**src/rtl/alu_pkg.sv**
```systemverilog
// Shared ALU definitions: operand width, multiply/divide opcodes, sequencer state
// encoding and small opcode decode helpers.
package alu_pkg;

  localparam int WIDTH = 32;

  localparam logic [3:0] OP_MUL  = 4'ha;
  localparam logic [3:0] OP_DIV  = 4'hb;
  localparam logic [3:0] OP_MULU = 4'hc;
  localparam logic [3:0] OP_DIVU = 4'hd;

  typedef enum logic [1:0] {
    IDLE = 2'd0,
    RUN  = 2'd1,
    FIX  = 2'd2
  } state_t;

  function automatic logic op_valid(input logic [3:0] op);
    return (op == OP_MUL) || (op == OP_DIV) || (op == OP_MULU) || (op == OP_DIVU);
  endfunction

  function automatic logic op_is_div(input logic [3:0] op);
    return (op == OP_DIV) || (op == OP_DIVU);
  endfunction

  function automatic logic op_is_signed(input logic [3:0] op);
    return (op == OP_MUL) || (op == OP_DIV);
  endfunction

endpackage

```
**src/rtl/muldiv_step.sv**
```systemverilog
// One iteration of the sequential multiplier/divider: a shift-add step on {hi,lo}
// for multiply, or a restoring subtract step producing one quotient bit for divide.
module muldiv_step #(
  parameter int WIDTH = 32
) (
  input  logic             div_i,
  input  logic [WIDTH-1:0] hi_i,
  input  logic [WIDTH-1:0] lo_i,
  input  logic [WIDTH-1:0] b_i,
  output logic [WIDTH-1:0] hi_o,
  output logic [WIDTH-1:0] lo_o
);

  logic [WIDTH:0] sum;
  logic [WIDTH:0] rem_shift;
  logic           ge;

  always_comb begin
    sum       = {1'b0, hi_i} + {1'b0, (lo_i[0] ? b_i : {WIDTH{1'b0}})};
    // 33-bit partial remainder: previous remainder shifted left with the next dividend bit
    rem_shift = {hi_i, lo_i[WIDTH-1]};
    ge        = (rem_shift >= {1'b0, b_i});
    hi_o      = sum[WIDTH:1];
    lo_o      = {sum[0], lo_i[WIDTH-1:1]};
    if (div_i) begin
      hi_o = ge ? WIDTH'(rem_shift - {1'b0, b_i}) : rem_shift[WIDTH-1:0];
      lo_o = {lo_i[WIDTH-2:0], ge};
    end
  end

endmodule

```
**src/rtl/muldiv_seq.sv**
```systemverilog
// Sequential 32x32 multiply / 32/32 divide, signed and unsigned; 33-cycle latency
// (1 cycle for divide by zero), start ignored while busy or with an unknown opcode.
module muldiv_seq #(
  parameter int WIDTH = alu_pkg::WIDTH
) (
  input  logic             clk,
  input  logic             rst,
  input  logic             start,
  input  logic [3:0]       opcode,
  input  logic [WIDTH-1:0] data0,
  input  logic [WIDTH-1:0] data1,
  output logic             busy,
  output logic             done,
  output logic [WIDTH-1:0] out_hi,
  output logic [WIDTH-1:0] out_lo,
  output logic             div_by_zero
);

  import alu_pkg::*;

  state_t           state_q;
  logic [4:0]       cnt_q;
  logic             div_q;
  logic             neg_lo_q;
  logic             neg_hi_q;
  logic             dbz_q;
  logic [WIDTH-1:0] hi_q, lo_q, b_q;
  logic [WIDTH-1:0] hi_d, lo_d;
  logic             busy_q, done_q, dbz_out_q;
  logic [WIDTH-1:0] out_hi_q, out_lo_q;

  logic             in_div, a_neg, b_neg;
  logic [WIDTH-1:0] a_mag, b_mag;
  logic [2*WIDTH-1:0] prod_fix;

  assign in_div   = op_is_div(opcode);
  assign a_neg    = op_is_signed(opcode) & data0[WIDTH-1];
  assign b_neg    = op_is_signed(opcode) & data1[WIDTH-1];
  assign a_mag    = a_neg ? -data0 : data0;
  assign b_mag    = b_neg ? -data1 : data1;
  assign prod_fix = neg_lo_q ? -{hi_q, lo_q} : {hi_q, lo_q};

  muldiv_step #(.WIDTH(WIDTH)) u_step (
    .div_i (div_q),
    .hi_i  (hi_q),
    .lo_i  (lo_q),
    .b_i   (b_q),
    .hi_o  (hi_d),
    .lo_o  (lo_d)
  );

  always_ff @(posedge clk or posedge rst) begin
    if (rst) begin
      state_q   <= IDLE;
      cnt_q     <= '0;
      div_q     <= 1'b0;
      neg_lo_q  <= 1'b0;
      neg_hi_q  <= 1'b0;
      dbz_q     <= 1'b0;
      hi_q      <= '0;
      lo_q      <= '0;
      b_q       <= '0;
      busy_q    <= 1'b0;
      done_q    <= 1'b0;
      out_hi_q  <= '0;
      out_lo_q  <= '0;
      dbz_out_q <= 1'b0;
    end else begin
      done_q <= 1'b0;
      case (state_q)
        IDLE: begin
          if (start && op_valid(opcode)) begin
            busy_q   <= 1'b1;
            cnt_q    <= '0;
            div_q    <= in_div;
            neg_lo_q <= a_neg ^ b_neg;
            neg_hi_q <= a_neg;
            hi_q     <= '0;
            // multiply keeps the multiplier in lo so its bits shift out as the product shifts in
            lo_q     <= in_div ? a_mag : b_mag;
            b_q      <= in_div ? b_mag : a_mag;
            if (in_div && (data1 == '0)) begin
              dbz_q   <= 1'b1;
              hi_q    <= data0;
              state_q <= FIX;
            end else begin
              dbz_q   <= 1'b0;
              state_q <= RUN;
            end
          end
        end
        RUN: begin
          hi_q  <= hi_d;
          lo_q  <= lo_d;
          cnt_q <= cnt_q + 5'd1;
          if (cnt_q == 5'd31) state_q <= FIX;
        end
        FIX: begin
          if (dbz_q) begin
            out_hi_q  <= hi_q;
            out_lo_q  <= '1;
            dbz_out_q <= 1'b1;
          end else if (div_q) begin
            out_hi_q  <= neg_hi_q ? -hi_q : hi_q;
            out_lo_q  <= neg_lo_q ? -lo_q : lo_q;
            dbz_out_q <= 1'b0;
          end else begin
            out_hi_q  <= prod_fix[2*WIDTH-1:WIDTH];
            out_lo_q  <= prod_fix[WIDTH-1:0];
            dbz_out_q <= 1'b0;
          end
          busy_q  <= 1'b0;
          done_q  <= 1'b1;
          state_q <= IDLE;
        end
        default: state_q <= IDLE;
      endcase
    end
  end

  assign busy        = busy_q;
  assign done        = done_q;
  assign out_hi      = out_hi_q;
  assign out_lo      = out_lo_q;
  assign div_by_zero = dbz_out_q;

endmodule
```
**config.mk**
```make
export PLATFORM = sky130hd
export DESIGN_NAME = muldiv_seq
export DESIGN_NICKNAME = d
export VERILOG_FILES = /design/src/rtl/alu_pkg.sv /design/src/rtl/muldiv_step.sv /design/src/rtl/muldiv_seq.sv
export SDC_FILE = /design/constraint.sdc
export NUM_CORES = 1
export LEC_CHECK = 0
export BUFFER_PORTS_ARGS = -buffer_cell sky130_fd_sc_hd__buf_4
export CAP_MARGIN = 40
export CORE_MARGIN = 2
export CORE_UTILIZATION = 62
export DETAILED_ROUTE_END_ITERATION = 10
export HOLD_SLACK_MARGIN = 0.02
export PLACE_DENSITY = 0.85
export SYNTH_ARGS = -nofsm -noshare
export SYNTH_HDL_FRONTEND = slang
export SYNTH_SLANG_ARGS = --single-unit
```
**constraint.sdc**
```tcl
create_clock -name clk -period 5.43 [get_ports clk]
set_input_delay 0.2715 -clock clk [delete_from_list [all_inputs] [get_ports clk]]
set_output_delay 0.2715 -clock clk [all_outputs]
set_load 0.02 [all_outputs]
```
# After elaboration in Yosys (flattened, before gate mapping)
# Index checks and enable logic that the tools add are counted.
[totals]
register_bits = 174
latchBits = 0
mem_bits_rw = 0
romBits = 0
input_bits = 71
out_inout_bits = 67
elab_cells = 80
n_memories = 0
[op_classes]
add_sub_neg = 8
n_mul = 0
div = 0
n_lt_le_gt_ge = 1
n_eq_ne = 9
shift = 0
muxes = 31
bitwise = 3
reduce_logical = 14
[op_table]
columns = ["op", "count"]
rows = [
  ["$mux W32", 17],
  ["$neg A32 Y32", 4],
  ["$pmux W32 S2", 2],
  ["$mux W64", 1],
  ["$neg A64 Y64", 1],
  ["$add A32 B32 Y33", 1],
  ["$ge A33 B32 Y1", 1],
  ["$logic_not A32 Y1", 1],
  ["$sub A32 B32 Y32", 1],
  ["$eq A4 B4 Y1 const B", 4],
  ["$pmux W5 S2", 1],
  ["$reduce_and A2 Y1", 4],
  ["$mux W2", 3],
  ["$add A5 B1 Y5 const B", 1],
  ["$eq A5 B5 Y1 const B", 1],
  ["$mux W5", 1],
  ["$logic_or A1 B1 Y1", 4],
  ["$mux W1", 4],
  ["$ne A2 B2 Y1 const B", 2],
  ["$pmux W2 S2", 1],
  ["$reduce_bool A2 Y1", 2],
  ["$and A1 B1 Y1", 2],
  ["$eq A2 B1 Y1 const B", 1],
  ["$eq A2 B2 Y1 const B", 1],
  ["4 further kinds", 5],
]

# Longest topological paths before layout
[depth]
ltp_word = 7
depth_mapped = 15

# Modules after synthesis
# From an unflattened synthesis, not the netlist that was laid out.
[hier_totals]
cells_unflattened = 1997
hier_area_um2 = 15541.2
[by_module_without_submodules]
columns = ["mod", "instances", "cells_per_inst", "area_each_um2", "seq_area_each_um2"]
rows = [
  ["muldiv_seq", 1, 1292, 10674.0, 4354.2],
  ["muldiv_step", 1, 705, 4867.2, 0.0],
]

# Worst setup path after synthesis
# OpenSTA, ideal clock, no wires.
[synth_timing]
path_type = "register -> register"
from = "reg lo_q[0]"
to = "reg hi_q[30]"
setup_ns = 0.140
arrival_ns = 3.284
t_required_ns = 5.290
path_slack_ns = 2.006
stages_incl_launch_ff = 14
path_buffers = 1
period_less_slack_ns = 3.424
cell_sequence = "dfrtp_1 > inv_1 > buf_1 > nor2_1 > ha_1 > a41o_1 > a2111o_1 > a41o_1 > a221oi_1 > a31oi_1 > a21oi_1 > a2bb2oi_1 > mux2i_1 > o211ai_1"
[synth_between]
elab_chain_cells = 4
[synth_rtl]
columns = ["element", "line_no", "rtl"]
rows = [
  ["start: declaration", "muldiv_seq.sv:27", "logic [WIDTH-1:0] hi_q, lo_q, b_q;"],
  ["start signal: assignment", "muldiv_seq.sv:80", "lo_q <= in_div ? a_mag : b_mag;"],
  ["start signal: assignment", "muldiv_seq.sv:94", "lo_q <= lo_d;"],
  ["$mux W32", "muldiv_step.sv:19", "sum = {1'b0, hi_i} + {1'b0, (lo_i[0] ? b_i : {WIDTH{1'b0}})};"],
  ["$add A32 B32 Y33", "muldiv_step.sv:19", ""],
  ["$mux W32", "muldiv_step.sv:25", "if (div_i) begin"],
  ["$pmux W32 S2", "muldiv_seq.sv:70", "case (state_q)"],
  ["end signal: assignment", "muldiv_seq.sv:84", "hi_q <= data0;"],
  ["end signal: assignment", "muldiv_seq.sv:93", "hi_q <= hi_d;"],
  ["end: declaration", "muldiv_seq.sv:27", ""],
]
# Every way passes these cells.
# A chain may end at the register's enable or synchronous reset.

# Worst setup path after layout
# Same ends and word-level chain as after synthesis.

==> flow_summary.yaml <==
synthesis:
  synth_compound_area_share_pct: 26.0
  synth_fa_ha_area_share_pct: 6.13
  syn_area_um2: 14900
  avgSynthCellArea_um2: 7.85
  synthCells: 1903
  synthDominantCellAreaShare_pct: 29.1
  synth_cell_type_count: 82
  synthesis.nets: 2046
  synth_mux_area_share_pct: 4.04
  ys_top_cells_by_area: "dfrtp_1, o21ai_0, xnor2_1"
  synth-simple-area-share_pct: 19.7
  ys.flop_type: "dfrtp_1"
  synth_warnings: 0
  synth_edf_count: 0
  synthXorXnorAreaFrac_pct: 10.2
  async_flop_share_pct: 100
  synth_top_cell_by_area: "dfrtp_1"
  synth_top_family_by_area: "compound AO/OA/AOI/OAI gates"
  ys_ff_latch: 174
  synth_seq_area_share_pct: 29.1
critical_path:
  cp.depth: 12
  critPathBufInv: 1
  critical_path.max_fanout: 19
  end_kind: "flop"
  critical-path-max-stage-delay_ps: 690
  worstPathCellList: "inv_1 > nor2_1 > ha_1 > a41o_1 > a2111o_1 > a41o_1 > a221oi_1 > a31oi_1 > a21oi_1 > a2bb2oi_1 > mux2i_1 > o211ai_1"
  rr_worst_depth: 12
  rrSetupSlack_ps: 1060
  start_kind: "flop"
  path_class: "reg -> reg"
  r2r_start: "lo_q[0]$_DFFE_PP0P_"
  r2r-end: "hi_q[30]$_DFFE_PP0P_"
  crit_start: "lo_q[0]$_DFFE_PP0P_"
  crit_required_ps: 5720
  cp_top_family: "compound AO/OA/AOI/OAI gates"
  cp-endpoint: "hi_q[30]$_DFFE_PP0P_"
  arrival_ps: 4660
  slowest_stage: "a221oi_1"
  cpMostUsedCell: "a41o_1"
global_route:
  grtUsageMet2_pct: 62.6
  busiest_layer: "met2"
  grt_max_degree: 87
  grtUsageMet3_pct: 7.11
  overflow: 0
  grt_pass1_wl_um: 80400
  met1_usage_pct: 53.8
  first_global_vias: 14300
  grt_use_total_pct: 40.0
  antenna_found_initial: 0
status:
  status: "finished clean"
cts:
  clock_sinks: 174
  cts.reportedPaths.clkPinSlew_ps: 90
  clk_latency_ps: 450
  cts_tree: "yes"
  numCtsBuffers: 17
  root_buffer: "clkbuf_16"
  htree_levels: 4
  post_cts_buffers: 0
  cts_buffer_depth: 2
timing:
  hold_viol: 0
  maxSlewHeadroom_pct: 35.2
  layout_setup_ws_ps: 1060
  setup_tns_ps: 0
  tightest_slew_ps: 970
  fmax_mhz: 229
  min_period_ps: 4370
  skew_ps: 14.7
  setup-violations-final: 0
  maxSlewViolCount: 0
  fin_crit_sh_pct: 80.5
  rsz0062_at_grt: "false"
power_and_ir_drop:
  pwr-share-seq_pct: 23.7
  p_per_area_nw_per_um2: 639
  total_power_mw: 10.7
  clock_power_share_pct: 12.3
  p_sw_mw: 5.55
  intPower_mw: 5.17
  vdd_ir_drop_max_uv: 384
  netSwitchingFraction_pct: 51.8
  power_frac_comb_pct: 64.0
  p_leak_nw: 7.22
floorplan:
  start_util_pct: 63.5
  core-area_um2: 23500
  fp-row-count: 56
  dieArea_um2: 25400
  fp.dieW_um: 159
  die_h_um: 159
  io_pins: 138
drt:
  vias: 15400
  firstDrtPassIters: 7
  totalWireLength_um: 51200
  drtAntennaViolNets: 0
  wire_per_inst_um: 22.4
  drc: 0
  via_per_inst: 6.72
  drt-initial-drc-count: 2036
finish:
  nets: 2098
  most-common-layout-cells: "nor2_1, o21ai_0, nand2_1, a21oi_1, dfrtp_1"
  fillers: 1923
  final_common_cell: "nor2_1"
  seqCellArea_um2: 4360
  diodes: 0
  multiInputGateArea_um2: 9900
  areaGrowthSynthToFinish_pct: 12.3
  drive_above_1_share_pct: 11.6
min_path:
  hp-class: "in -> reg"
  holdPathStages: 3
flow_run:
  max-cap-violations: 0
placement:
  pre_cts_ws_ps: 1150
  dp_hpwl_um: 38200
  port_buffers: 137
  place_congestion: 1.00
area by class of cell:
type / instances / area share, %
multi-input cells: 1544 / 59.0
inverters: 59 / 1.35
flip-flops and latches: 174 / 26.0
repair buffers: 159 / 7.48
clock inverters: 15 / 1.27
clock buffers: 17 / 2.53
well taps: 319 / 2.38
what timing repair did:
action / CTS / global route
hold buffers: 1 / 0
gates resized for setup: 0 / 0
hold endpoints to repair: 28 / 0
power groups by stage:
stage | Clock [mW] | Combinational (mW) | Sequential, mW
4_1_cts | 1.32 | 6.69 | 2.48
5_1_grt | 1.39 | 7.49 | 2.57
3_5_place_dp | 0 | 6.64 | 2.50
2_1_floorplan | 0 | 5.30 | 2.07
6_report | 1.32 | 6.87 | 2.54
3_3_place_gp | 0 | 6.52 | 2.48
worst reg2reg max path, delay by kind of cell (launching register included):
family                     cells  cell delay (ps)
DFF                            1              440
muxes                          1              210
AOI/OAI and AO/OA              8             2460
adders and majority gates      1              390
buffers and inverters          1              580
and+or+nand+nor                1              130
routing by layer:
layer	part of all wire, %	vias up
met2	45	947
met4	5.4	0
met1	39	7212
li1	-	7029
met5	0	-
met3	10	180
worst min path at each step:
| stage | startpoint | end | slack (ps) |
|---|---|---|---|
| after floorplan | data0[7] | hi_q[7]$_DFFE_PP0P_ | 420 |
| after global placement | out_lo[0]$_DFFE_PP0P_ | out_lo[0]$_DFFE_PP0P_ | 460 |
| after detailed placement | out_lo[29]$_DFFE_PP0P_ | out_lo[29]$_DFFE_PP0P_ | 460 |
| after CTS | data0[9] | hi_q[9]$_DFFE_PP0P_ | 110 |
| after global routing | data0[9] | hi_q[9]$_DFFE_PP0P_ | 120 |
| final | data0[8] | hi_q[8]$_DFFE_PP0P_ | 110 |
per-stage QoR:
step                      util (%)  hold WS (ps)  instances  instance area [um^2]
final                         71.3           114       2287                 16800
after global routing          71.3           117       2287                 16800
after detailed placement      68.5           465       2254                 16100
after global placement        68.1           456       2250                 16000
after CTS                     71.3           111       2287                 16800
after floorplan                  -           417       1903                 14900
cells in the mapped netlist, types with 6 or more instances:
cell type and instances:
o41ai_1 11, and2_1 13, o22ai_1 6, a311o_1 8, o211ai_1 12, o31ai_1 18, a221o_1 7, and3_1 8
nand3_1 32, dfrtp_1 174, a31oi_1 13, nor3b_1 6, or2_2 8, ha_1 70, nand2_1 183, nor2_1 210
buf_1 12, a211oi_1 54, xnor2_1 103, a21o_1 24, o221ai_1 6, buf_2 6, o21ai_0 187, or4_1 13
a21oi_1 174, nor4_1 17, nor2b_1 9, nand3b_1 6, clkbuf_1 106, a222oi_1 16, xor2_1 71, a22o_1 6
nor3_1 48, a221oi_1 8, nand4_1 13, a311oi_1 6, or3_1 12, nand2b_1 24, mux2i_1 57, inv_1 58
o21bai_1 8
state kept, by name, indices dropped and copies added (netlist names), 2 cells and up:
signal,flops
b_q,32
out_lo,32
out_hi,32
state_q,2
lo_q,32
hi_q,32
cnt_q,5
logic make-up after synthesis:
| logic type | Yosys count |
|---|---|
| AOI/OAI and AO/OA | 615 |
| xor gates and xnor gates | 174 |
| adders and majority gates | 72 |
| buffers and inverters | 185 |
| DFF | 174 |
| muxes | 60 |
| and+or+nand+nor | 623 |
Power figures use the tool's default switching activity.
